[src/rtl/serial_nibble_receiver_pkg.sv]
// Shared types and helpers for the framed serial nibble receiver.
// The FSM encoding and the parity rule live here so the RTL and any consumer agree on them.
package rx_pkg;

  typedef enum logic [1:0] {
    IDLE   = 2'd0,
    DATA   = 2'd1,
    PARITY = 2'd2,
    STOP   = 2'd3
  } rx_state_e;

  // Widest word par_calc accepts; callers zero-extend, which leaves the XOR unchanged.
  localparam int PAR_MAX_W = 32;

  // 1 when data plus the received parity bit match the selected parity sense.
  function automatic logic par_calc(input logic [PAR_MAX_W-1:0] data,
                                    input logic                 par_bit,
                                    input logic                 odd);
    return ((^data) ^ par_bit) == odd;
  endfunction

endpackage

[src/rtl/serial_nibble_receiver_if.sv]
// Serial line, output word handshake and status pulses of the receiver.
// master = receiver side, slave = line driver / word consumer side.
interface serial_nibble_receiver_if #(
  parameter int DATA_W = 4
);
  logic              bit_tick;
  logic              sin;
  logic              out_ready;
  logic [DATA_W-1:0] out_data;
  logic              out_valid;
  logic              parity_err;
  logic              frame_err;
  logic              overrun;
  logic              busy;

  modport master (
    input  bit_tick, sin, out_ready,
    output out_data, out_valid, parity_err, frame_err, overrun, busy
  );

  modport slave (
    output bit_tick, sin, out_ready,
    input  out_data, out_valid, parity_err, frame_err, overrun, busy
  );
endinterface

[src/rtl/serial_nibble_receiver.sv]
// Framed serial-to-parallel receiver: start(0), DATA_W bits LSB-first, optional parity, stop(1).
// One-entry output buffer with valid/ready; parity, framing and overrun reported as 1-cycle pulses.
module serial_nibble_receiver
  import rx_pkg::*;
#(
  parameter int DATA_W     = 4,
  parameter bit PARITY_EN  = 1'b1,
  parameter bit PARITY_ODD = 1'b0
) (
  input  logic                     clk,
  input  logic                     reset,
  serial_nibble_receiver_if.master bus
);

  localparam int                CNT_W    = $clog2(DATA_W);
  localparam logic [CNT_W-1:0]  LAST_BIT = CNT_W'(DATA_W - 1);

  rx_state_e         state_q, state_d;
  logic [CNT_W-1:0]  bit_cnt_q, bit_cnt_d;
  logic [DATA_W-1:0] shreg_q, shreg_d;
  logic              par_q, par_d;
  logic [DATA_W-1:0] out_data_q, out_data_d;
  logic              out_valid_q, out_valid_d;
  logic              perr_q, perr_d;
  logic              ferr_q, ferr_d;
  logic              ovr_q, ovr_d;

  logic stop_tick, par_ok, frame_good, consume, commit;

  // Frame evaluation only matters on the stop tick; elsewhere these are don't-care.
  assign stop_tick  = bus.bit_tick && (state_q == STOP);
  assign par_ok     = PARITY_EN ? par_calc(PAR_MAX_W'(shreg_q), par_q, PARITY_ODD) : 1'b1;
  assign frame_good = stop_tick && bus.sin && par_ok;
  assign consume    = out_valid_q && bus.out_ready;
  assign commit     = frame_good && (!out_valid_q || bus.out_ready);

  // State register
  always_ff @(posedge clk or negedge reset) begin
    if (!reset) state_q <= IDLE;
    else        state_q <= state_d;
  end

  // Next-state logic: every transition is gated by bit_tick
  always_comb begin
    state_d = state_q;
    if (bus.bit_tick) begin
      unique case (state_q)
        IDLE:    if (!bus.sin) state_d = DATA;
        DATA:    if (bit_cnt_q == LAST_BIT) state_d = PARITY_EN ? PARITY : STOP;
        PARITY:  state_d = STOP;
        STOP:    state_d = IDLE;
        default: state_d = IDLE;
      endcase
    end
  end

  // Datapath / output next-state
  always_comb begin
    bit_cnt_d   = bit_cnt_q;
    shreg_d     = shreg_q;
    par_d       = par_q;
    out_data_d  = out_data_q;
    out_valid_d = out_valid_q;
    perr_d      = 1'b0;
    ferr_d      = 1'b0;
    ovr_d       = 1'b0;

    if (bus.bit_tick) begin
      unique case (state_q)
        IDLE:   if (!bus.sin) bit_cnt_d = '0;
        DATA: begin
          shreg_d   = {bus.sin, shreg_q[DATA_W-1:1]};
          bit_cnt_d = bit_cnt_q + 1'b1;
        end
        PARITY: par_d = bus.sin;
        STOP: begin
          ferr_d = !bus.sin;
          perr_d = !par_ok;
        end
        default: ;
      endcase
    end

    // A same-cycle consume lets the new word replace the held one without a bubble.
    if (commit) begin
      out_data_d  = shreg_q;
      out_valid_d = 1'b1;
    end else if (consume) begin
      out_valid_d = 1'b0;
    end

    ovr_d = frame_good && out_valid_q && !bus.out_ready;
  end

  always_ff @(posedge clk or negedge reset) begin
    if (!reset) begin
      bit_cnt_q   <= '0;
      shreg_q     <= '0;
      par_q       <= 1'b0;
      out_data_q  <= '0;
      out_valid_q <= 1'b0;
      perr_q      <= 1'b0;
      ferr_q      <= 1'b0;
      ovr_q       <= 1'b0;
    end else begin
      bit_cnt_q   <= bit_cnt_d;
      shreg_q     <= shreg_d;
      par_q       <= par_d;
      out_data_q  <= out_data_d;
      out_valid_q <= out_valid_d;
      perr_q      <= perr_d;
      ferr_q      <= ferr_d;
      ovr_q       <= ovr_d;
    end
  end

  assign bus.out_data   = out_data_q;
  assign bus.out_valid  = out_valid_q;
  assign bus.parity_err = perr_q;
  assign bus.frame_err  = ferr_q;
  assign bus.overrun    = ovr_q;
  assign bus.busy       = (state_q != IDLE);

endmodule

[src/flat_wrapper.sv]
// flat-port wrapper written by rule: the top's interface ports become plain ports
module serial_nibble_receiver_flat import rx_pkg::*;
#(
  parameter int DATA_W     = 4,
  parameter bit PARITY_EN  = 1'b1,
  parameter bit PARITY_ODD = 1'b0
)
  (clk, reset, bus_bit_tick, bus_sin, bus_out_ready, bus_out_data, bus_out_valid, bus_parity_err, bus_frame_err, bus_overrun, bus_busy);
  serial_nibble_receiver_if #(.DATA_W(DATA_W)) bus_i ();
  input  logic clk;
  input  logic reset;
  input wire logic [$bits(bus_i.bit_tick)-1:0] bus_bit_tick;
  input wire logic [$bits(bus_i.sin)-1:0] bus_sin;
  input wire logic [$bits(bus_i.out_ready)-1:0] bus_out_ready;
  output wire logic [$bits(bus_i.out_data)-1:0] bus_out_data;
  output wire logic [$bits(bus_i.out_valid)-1:0] bus_out_valid;
  output wire logic [$bits(bus_i.parity_err)-1:0] bus_parity_err;
  output wire logic [$bits(bus_i.frame_err)-1:0] bus_frame_err;
  output wire logic [$bits(bus_i.overrun)-1:0] bus_overrun;
  output wire logic [$bits(bus_i.busy)-1:0] bus_busy;
  assign bus_i.bit_tick = bus_bit_tick;
  assign bus_i.sin = bus_sin;
  assign bus_i.out_ready = bus_out_ready;
  assign bus_out_data = bus_i.out_data;
  assign bus_out_valid = bus_i.out_valid;
  assign bus_parity_err = bus_i.parity_err;
  assign bus_frame_err = bus_i.frame_err;
  assign bus_overrun = bus_i.overrun;
  assign bus_busy = bus_i.busy;
  serial_nibble_receiver #(.DATA_W(DATA_W), .PARITY_EN(PARITY_EN), .PARITY_ODD(PARITY_ODD)) u_core (.clk(clk), .reset(reset), .bus(bus_i));
endmodule
[config.mk]
export PLATFORM = sky130hd
export DESIGN_NAME = serial_nibble_receiver_flat
export DESIGN_NICKNAME = d
export VERILOG_FILES = /design/src/rtl/serial_nibble_receiver_pkg.sv /design/src/rtl/serial_nibble_receiver_if.sv /design/src/rtl/serial_nibble_receiver.sv /design/src/flat_wrapper.sv
export SDC_FILE = /design/constraint.sdc
export NUM_CORES = 1
export LEC_CHECK = 0
export BUFFER_PORTS_ARGS = -buffer_cell sky130_fd_sc_hd__buf_4
export CAP_MARGIN = 25
export CORE_MARGIN = 5
export CORE_UTILIZATION = 47
export DETAILED_ROUTE_END_ITERATION = 10
export PLACE_DENSITY = 0.71
export SYNTH_ARGS = -nofsm -noshare
export SYNTH_HDL_FRONTEND = slang
export SYNTH_SLANG_ARGS = --single-unit
[constraint.sdc]
create_clock -name clk -period 1.6 [get_ports clk]
set_input_delay 0.24 -clock clk [delete_from_list [all_inputs] [get_ports clk]]
set_output_delay 0.24 -clock clk [all_outputs]
set_load 0.05 [all_outputs]
Word-level counts from Yosys, hierarchy flattened
Index checks and enable logic that the tools add are counted.

storage, ports and cells
  register bits = 17
  bits of input ports = 5
  logic and storage cells = 49

cells by class
  add/subtract/negate cells = 1
  equal/unequal tests = 6
  multiplexer cells = 11
  bitwise logic cells = 2
  reduce and logical (&&, ||, !) cells = 20

operators with widths
  kind                                                   number
  XOR reduction 32 bit                                   1
  one-hot mux 2 bit (4 select lines)                     1
  logical AND 1 bit                                      7
  equality test 2 bit, second input constant             3
  two-way mux 1 bit                                      6
  two-way mux 2 bit                                      3
  AND reduction 3 bit                                    2
  nonzero test 2 bit                                     3
  one-hot mux 2 bit (2 select lines)                     1
  AND reduction 2 bit                                    2
  logical NOT 1 bit                                      3
  adder 2 x 1 -> 2 bit, second input constant            1
  equality test 2 x 1 -> 1 bit, second input constant    1
  logical NOT 2 bit                                      1
  inequality test 2 x 1 -> 1 bit, second input constant  1
  inequality test 2 bit, second input constant           1
  logical OR 1 bit                                       1
  NOT 1 bit                                              1
  bitwise XOR 1 bit                                      1

Logic depth before layout (Yosys ltp)
Gate-level depths: netlist of the first run.

  depth after elaboration = 6
  gate-level depth with buffers = 6
  gate-level depth less buffers = 6

Least setup slack after synthesis of the first run
No wires, ideal clock.

  path kind = flip-flop to flip-flop
  start = reg u_core.out_valid_q, in the netlist u_core.bus.out_valid
  end = reg u_core.out_data_q[0], in the netlist u_core.bus.out_data[0]
  setup time = 125 ps
  arrival time = 1409 ps
  slack = 65 ps
  stages on the path, launching flop included = 5
  path buffers = 0
  cell sequence = dfrtp_1 nand2b_1 and4_1 nand2_4 mux2_4

between the ends
  cells in the longest elaborated chain, start to end = 3

ends and longest elaborated chain
  element                 line                           RTL
  from (decl)             serial_nibble_receiver.sv:23   logic out_valid_q, out_valid_d;
  from (signal assigned)  serial_nibble_receiver.sv:110  out_valid_q <= out_valid_d;
  logical NOT 1 bit       serial_nibble_receiver.sv:35   assign commit = frame_good && (!out_valid_q || bus.out_ready);
  logical OR 1 bit        serial_nibble_receiver.sv:35
  logical AND 1 bit       serial_nibble_receiver.sv:35
  to (signal assigned)    serial_nibble_receiver.sv:109  out_data_q <= out_data_d;
  to (decl)               serial_nibble_receiver.sv:22   logic [DATA_W-1:0] out_data_q, out_data_d;

Every way passes these cells.
A chain may end at the register's enable or synchronous reset.

Worst setup path in the final report of the first run
  start = reg u_core.state_q[0]
  end = out bus_busy

between the ends
  cells in the longest elaborated chain, start to end = 1

ends and longest elaborated chain
  element                 line                           RTL
  from (decl)             serial_nibble_receiver.sv:18   rx_state_e state_q, state_d;
  from (signal assigned)  serial_nibble_receiver.sv:40   else state_q <= state_d;
  nonzero test 2 bit      serial_nibble_receiver.sv:122  assign bus.busy = (state_q != IDLE);
  to (decl)               flat_wrapper.sv:20             output wire logic [$bits(bus_i.busy)-1:0] bus_busy;

Every way passes these cells.

==> impl_metrics.json, run 1 <==
{
  "status": "finished clean",
  "holdCritPathClass": "input pin to flip-flop",
  "finalHoldViolCount": 0,
  "antenna_found_initial": 0,
  "synth_area_leaders": "dfrtp_1 (53%), mux2_2 (8.3%), ha_1 (7.7%), mux2_4 (5.6%), xnor3_2 (2.9%)",
  "nets": 98,
  "critPathKind": "flip-flop to output pin",
  "drc": 0,
  "worstPathArrival_ps": 1310,
  "grt_pass1_vias": 561,
  "synth-edff-count": 0,
  "ff2ff_setup_slack_ps": 60,
  "synthDistinctLibCells": 21,
  "wl_per_cell_um": 13.0,
  "ys.flop_type": "dfrtp_1",
  "die_h_um": 51.5,
  "yosys_warnings": 0,
  "crit_start": "u_core.state_q[0]$_DFFE_PN0P_",
  "synth_top_area_share_pct": 52.6,
  "dpl.cell_count": 96,
  "yosysTopAreaCell": "dfrtp_1",
  "min_period_ps": 1550,
  "worstPathMaxFanout": 3,
  "mappedNetlistNets": 74,
  "initial_core_util_pct": 47.9,
  "critical_path_required_ps": 1360,
  "period_share_pct": 96.6,
  "viasPerCell": 5.13,
  "numPortBuffers": 13,
  "path_cells": "inv_2, ha_1, buf_4, inv_1, buf_6",
  "skew_ps": 1.50,
  "r2r_cells": 4,
  "grt_start_max_net_pins": 18,
  "layout-drive-gt1-share_pct": 40.2,
  "tns_ps": 0,
  "htree_num_levels": 1,
  "peakVddDrop_uv": 1180,
  "insertion_delay_ps": 280,
  "diodes": 0,
  "synth.avg_cell_area_um2": 12.6,
  "timing.fmax_mhz": 647,
  "syn_to_final_growth_pct": 25.2,
  "slowest_delay_ps": 400,
  "worst_setup_path_start_kind": "flip-flop",
  "die_w_um": 51.5,
  "rsz0062_at_grt": "true",
  "grt_pass1_wl_um": 2310,
  "hpwlAfterDp_um": 1040,
  "detail-route-antenna-nets": 0,
  "grt_overflow_total": 0,
  "worstMarginPinSlew_ps": 278,
  "routed_wl_um": 1350,
  "cts_max_path_buffers": 2,
  "slew_viol_final": 0,
  "grtUsageTotal_pct": 11.9,
  "drt-pass1-iter-count": 4,
  "leakage_uw": 0.000521,
  "core_area_um2": 1690,
  "relSlewSlack_pct": 81.4,
  "placed_area_um2": 943,
  "ctsRootBufferMaster": "clkbuf_4",
  "place_congestion": 0.729,
  "cts_tree": "done",
  "async_reset_ff_share_pct": 100,
  "setup.worst_path.end": "bus_busy",
  "synth_cells": 64,
  "yosysMostFrequentCell": "dfrtp_1",
  "rows": 15,
  "ios": 14,
  "ys_ff_latch": 17,
  "nFillCells": 144,
  "finalSetupViolCount": 0,
  "dieArea_um2": 2650,
  "r2r-end": "u_core.bus.out_data[0]$_DFFE_PN0P_",
  "r2r_start": "u_core.shreg_q[0]$_DFFE_PN0P_",
  "p_per_area_nw_per_um2": 2350,
  "drv_cap": 0,
  "whs_ps": 155,
  "vias": 533,
  "clock_sinks": 17,
  "fin_cells": 104,
  "critPathSlowestCell": "dfrtp_1",
  "cts_buffers": 3,
  "yosysSeqAreaShare_pct": 52.6,
  "drt_iter0_markers": 1,
  "fin_area_um2": 1010,
  "netlist_area_um2": 810,
  "path_clk_slew_ps": 90,
  "cp-end-kind": "output pin",
  "fin_total_pwr_uw": 2380,
  "synth_common_cells": "dfrtp_1 (17), mux2_2 (6), nand2_1 (6)"
}
-- cell usage in the layout (no fill, tap or decap), drive strengths merged --
cell	synthesis	layout
nand2	7	7
o21ai	4	4
a32o	1	1
ha	5	5
nand4	2	2
buf	0	18
nand2b	1	1
inv	5	5
clkbuf	0	4
o21a	1	1
a21boi	1	1
nor3	1	1
and4	1	1
dlygate4sd3	0	1
xnor2	3	3
a21oi	2	2
dfrtp	17	17
mux2	9	9
xnor3	1	1
nor2	3	3
-- worst max-delay path: cells and delay by family (launching register included) --
family                     cells  cell delay, ps
buffers and inverters          4             420
adders and majority gates      1             210
DFF                            1             400
-- routing by layer --
layer / global-route usage [%] / share of wire, % / wire [µm] / up-vias
met4: 6.55 / 1.3 / 17 / 0
met3: 2.87 / 4.7 / 63 / 2
li1: - / - / - / 270
met1: 14.8 / 45 / 607 / 249
met2: 18.9 / 49 / 660 / 12
met5: 0 / 0 / 0 / -
-- flip-flops by register name (all words and copies together), names as in the netlist --
signal / count
u_core.shreg_q: 4
u_core.bus.out_data: 4
u_core.par_q: 1
u_core.state_q: 2
u_core.bus.out_valid: 1
u_core.bus.overrun: 1
u_core.bit_cnt_q: 2
u_core.bus.parity_err: 1
u_core.bus.frame_err: 1
-- metrics by stage --
step                      utilization [%]  worst slack, ps
after detailed placement             55.9             35.0
after global routing                 60.0            -11.9
after global placement               55.9             54.9
after floorplan                         -             65.4
final                                60.0             54.7
after CTS                            58.0             15.8
-- logic make-up (layout without fill, tap and decap cells) --
| family | Yosys count | after routing | synth area share [%] |
|---|---|---|---|
| multiplexers | 9 | 9 | 13.9 |
| XOR/XNOR | 4 | 4 | 7.11 |
| AND/OR/NAND/NOR | 15 | 15 | 9.58 |
| buffers and inverters | 5 | 28 | 2.32 |
| flip-flops | 17 | 17 | 52.6 |
| adder cells (fa/ha/maj) | 5 | 5 | 7.73 |
| AO/OA/AOI/OAI | 9 | 9 | 6.80 |
-- layout make-up --
class | instances | area [µm²] | area share [%]
Tap cell | 17 | 21.3 | 2.10
Clock buffer | 4 | 26.3 | 2.59
Inverter | 5 | 18.8 | 1.85
Timing Repair Buffer | 19 | 149 | 14.7
Sequential cell | 17 | 425 | 42.0
Multi-Input combinational cell | 42 | 373 | 36.8
-- what timing repair did --
item                                    CTS  global route
endpoints found under the setup margin    0             5
hold endpoints to repair                 17             0
hold buffers                              1             0
resized for setup                         0             3
buffers inserted                          0             3
-- where the power goes --
group          internal, µW  switching [µW]  leakage (µW)
sequential              614             143      0.000214
clock                  96.8             124     0.0000150
combinational           678             723      0.000292
total                  1390             990      0.000521
-- worst min-delay path by stage --
stage / startpoint / end / slack, ps / cells past startpoint
3_5_place_dp: reset / u_core.bus.out_data[2]$_DFFE_PN0P_ / 120 / 1
2_1_floorplan: reset / u_core.bit_cnt_q[0]$_DFFE_PN0P_ / -60 / 0
5_1_grt: bus_sin / u_core.bus.frame_err$_DFF_PN0_ / 160 / 2
4_1_cts: bus_sin / u_core.bus.frame_err$_DFF_PN0_ / 150 / 2
6_report: bus_sin / u_core.bus.frame_err$_DFF_PN0_ / 150 / 2
3_3_place_gp: reset / u_core.bus.frame_err$_DFF_PN0_ / 110 / 1
No activity file was read; power rests on OpenSTA's default activity.
==> run 2: changes to the inputs <==
==> constraint.sdc (replaced) <==
create_clock -name clk -period 1.6 [get_ports clk]
set_input_delay 0.32 -clock clk [delete_from_list [all_inputs] [get_ports clk]]
set_output_delay 0.32 -clock clk [all_outputs]
set_load 0.05 [all_outputs]
==> impl_metrics.json, run 2 (synthesized netlist as in run 1, its figures left out) <==
{
  "status": "finished clean",
  "dieArea_um2": 2650,
  "die_h_um": 51.5,
  "grt_pass1_vias": 585,
  "ios": 14,
  "path_clk_slew_ps": 90,
  "place_congestion": 0.729,
  "nets": 99,
  "die_w_um": 51.5,
  "fin_cells": 105,
  "rsz0062_at_grt": "true",
  "finalHoldViolCount": 0,
  "insertion_delay_ps": 280,
  "viasPerCell": 5.14,
  "skew_ps": 1.52,
  "grt_overflow_total": 0,
  "worstPathArrival_ps": 1260,
  "drv_cap": 0,
  "rows": 15,
  "vias": 540,
  "cp-end-kind": "output pin",
  "leakage_uw": 0.000524,
  "wl_per_cell_um": 13.5,
  "min_period_ps": 1580,
  "cts_max_path_buffers": 2,
  "htree_num_levels": 1,
  "finalSetupViolCount": 0,
  "clock_sinks": 17,
  "mostFrequentLayoutCell": "buf_4",
  "cts_buffers": 3,
  "slew_viol_final": 0,
  "p_per_area_nw_per_um2": 2360,
  "hpwlAfterDp_um": 1040,
  "period_share_pct": 98.8,
  "path_cells": "inv_1, ha_2, buf_4, inv_2, buf_6",
  "worst_setup_path_start_kind": "flip-flop",
  "worstMarginPinSlew_ps": 280,
  "placed_area_um2": 943,
  "timing.fmax_mhz": 633,
  "final_util_pct": 60.6,
  "slowest_delay_ps": 390,
  "tns_ps": 0,
  "numPortBuffers": 13,
  "detail-route-antenna-nets": 0,
  "cts_tree": "done",
  "grt_pass1_wl_um": 2390,
  "holdCritPathClass": "input pin to flip-flop",
  "routed_wl_um": 1420,
  "critPathKind": "flip-flop to output pin",
  "antenna_found_initial": 0,
  "peakVddDrop_uv": 1190,
  "relSlewSlack_pct": 81.3,
  "layout_common_cells": "buf_4 (18), dfrtp_1 (17), nand2_1 (6), mux2_2 (6), ha_1 (4)",
  "drt-pass1-iter-count": 4,
  "diodes": 0,
  "critical_path_required_ps": 1280,
  "ctsRootBufferMaster": "clkbuf_4",
  "layout-drive-gt1-share_pct": 43.2,
  "initial_core_util_pct": 47.9,
  "drc": 0,
  "drt_iter0_markers": 2,
  "critPathSlowestCell": "dfrtp_1",
  "fin_area_um2": 1020,
  "worstPathMaxFanout": 3,
  "grtUsageTotal_pct": 12.2,
  "grt_start_max_net_pins": 18,
  "syn_to_final_growth_pct": 26.4,
  "core_area_um2": 1690,
  "nFillCells": 144,
  "dpl.cell_count": 96
}
run 2: critical path: cells and delay by family, from the launching register on:
family | cells | cell delay (ps)
adder cells (fa/ha/maj) | 1 | 200
flip-flops | 1 | 390
buffers and inverters | 4 | 390
run 2: where the power goes:
part	total, µW	internal (µW)	switching (µW)
sequential	753	614	139
combinational	1450	702	748
clock	217	96.6	121
total	2420	1410	1010
run 2: metal layers:
metal  part of all wire, %  GRT usage (%)
met5                     0              0
met4                   1.3           6.55
met3                   4.1           2.87
met2                    50           19.9
met1                    44           15.0
run 2: area by class of cell:
class | instances | area [µm²] | share of cell area (%)
Clock buffer | 4 | 26.3 | 2.57
Inverter | 5 | 18.8 | 1.83
Multi-Input combinational cell | 42 | 375 | 36.7
Sequential cell | 17 | 425 | 41.6
Tap cell | 17 | 21.3 | 2.08
Timing Repair Buffer | 20 | 156 | 15.3
run 2: worst paths after layout:
kind | start | to | slack [ps] | depth (start not counted)
setup / recovery | u_core.state_q[1]$_DFFE_PN0P_ | bus_busy | 20 | 5
hold / removal | bus_sin | u_core.bus.frame_err$_DFF_PN0_ | 240 | 2
setup reg to reg | u_core.shreg_q[0]$_DFFE_PN0P_ | u_core.bus.out_data[0]$_DFFE_PN0P_ | 60 | 4
hold reg to reg | u_core.bit_cnt_q[0]$_DFFE_PN0P_ | u_core.bit_cnt_q[0]$_DFFE_PN0P_ | 520 | 1
max in group asynchronous | reset | u_core.bit_cnt_q[0]$_DFFE_PN0P_ | 980 | 2
min in group asynchronous | reset | u_core.bus.overrun$_DFF_PN0_ | 430 | 2
run 2: repair_timing:
item                       CTS  global route
hold endpoints to repair    17             0
pin swaps                    0             3
gates resized for setup      1             4
setup endpoints to repair    1             4
hold buffers                 1             0
setup buffers                2             2
run 2: through the flow:
step,setup WS [ps],power (µW),hold slack [ps]
finish,19.3,2420,238
CTS,1.25,2340,229
floorplan,65.4,1740,24.4
global route,-45.8,2610,243
detailed placement,35.0,2070,195
global placement,54.9,2040,194
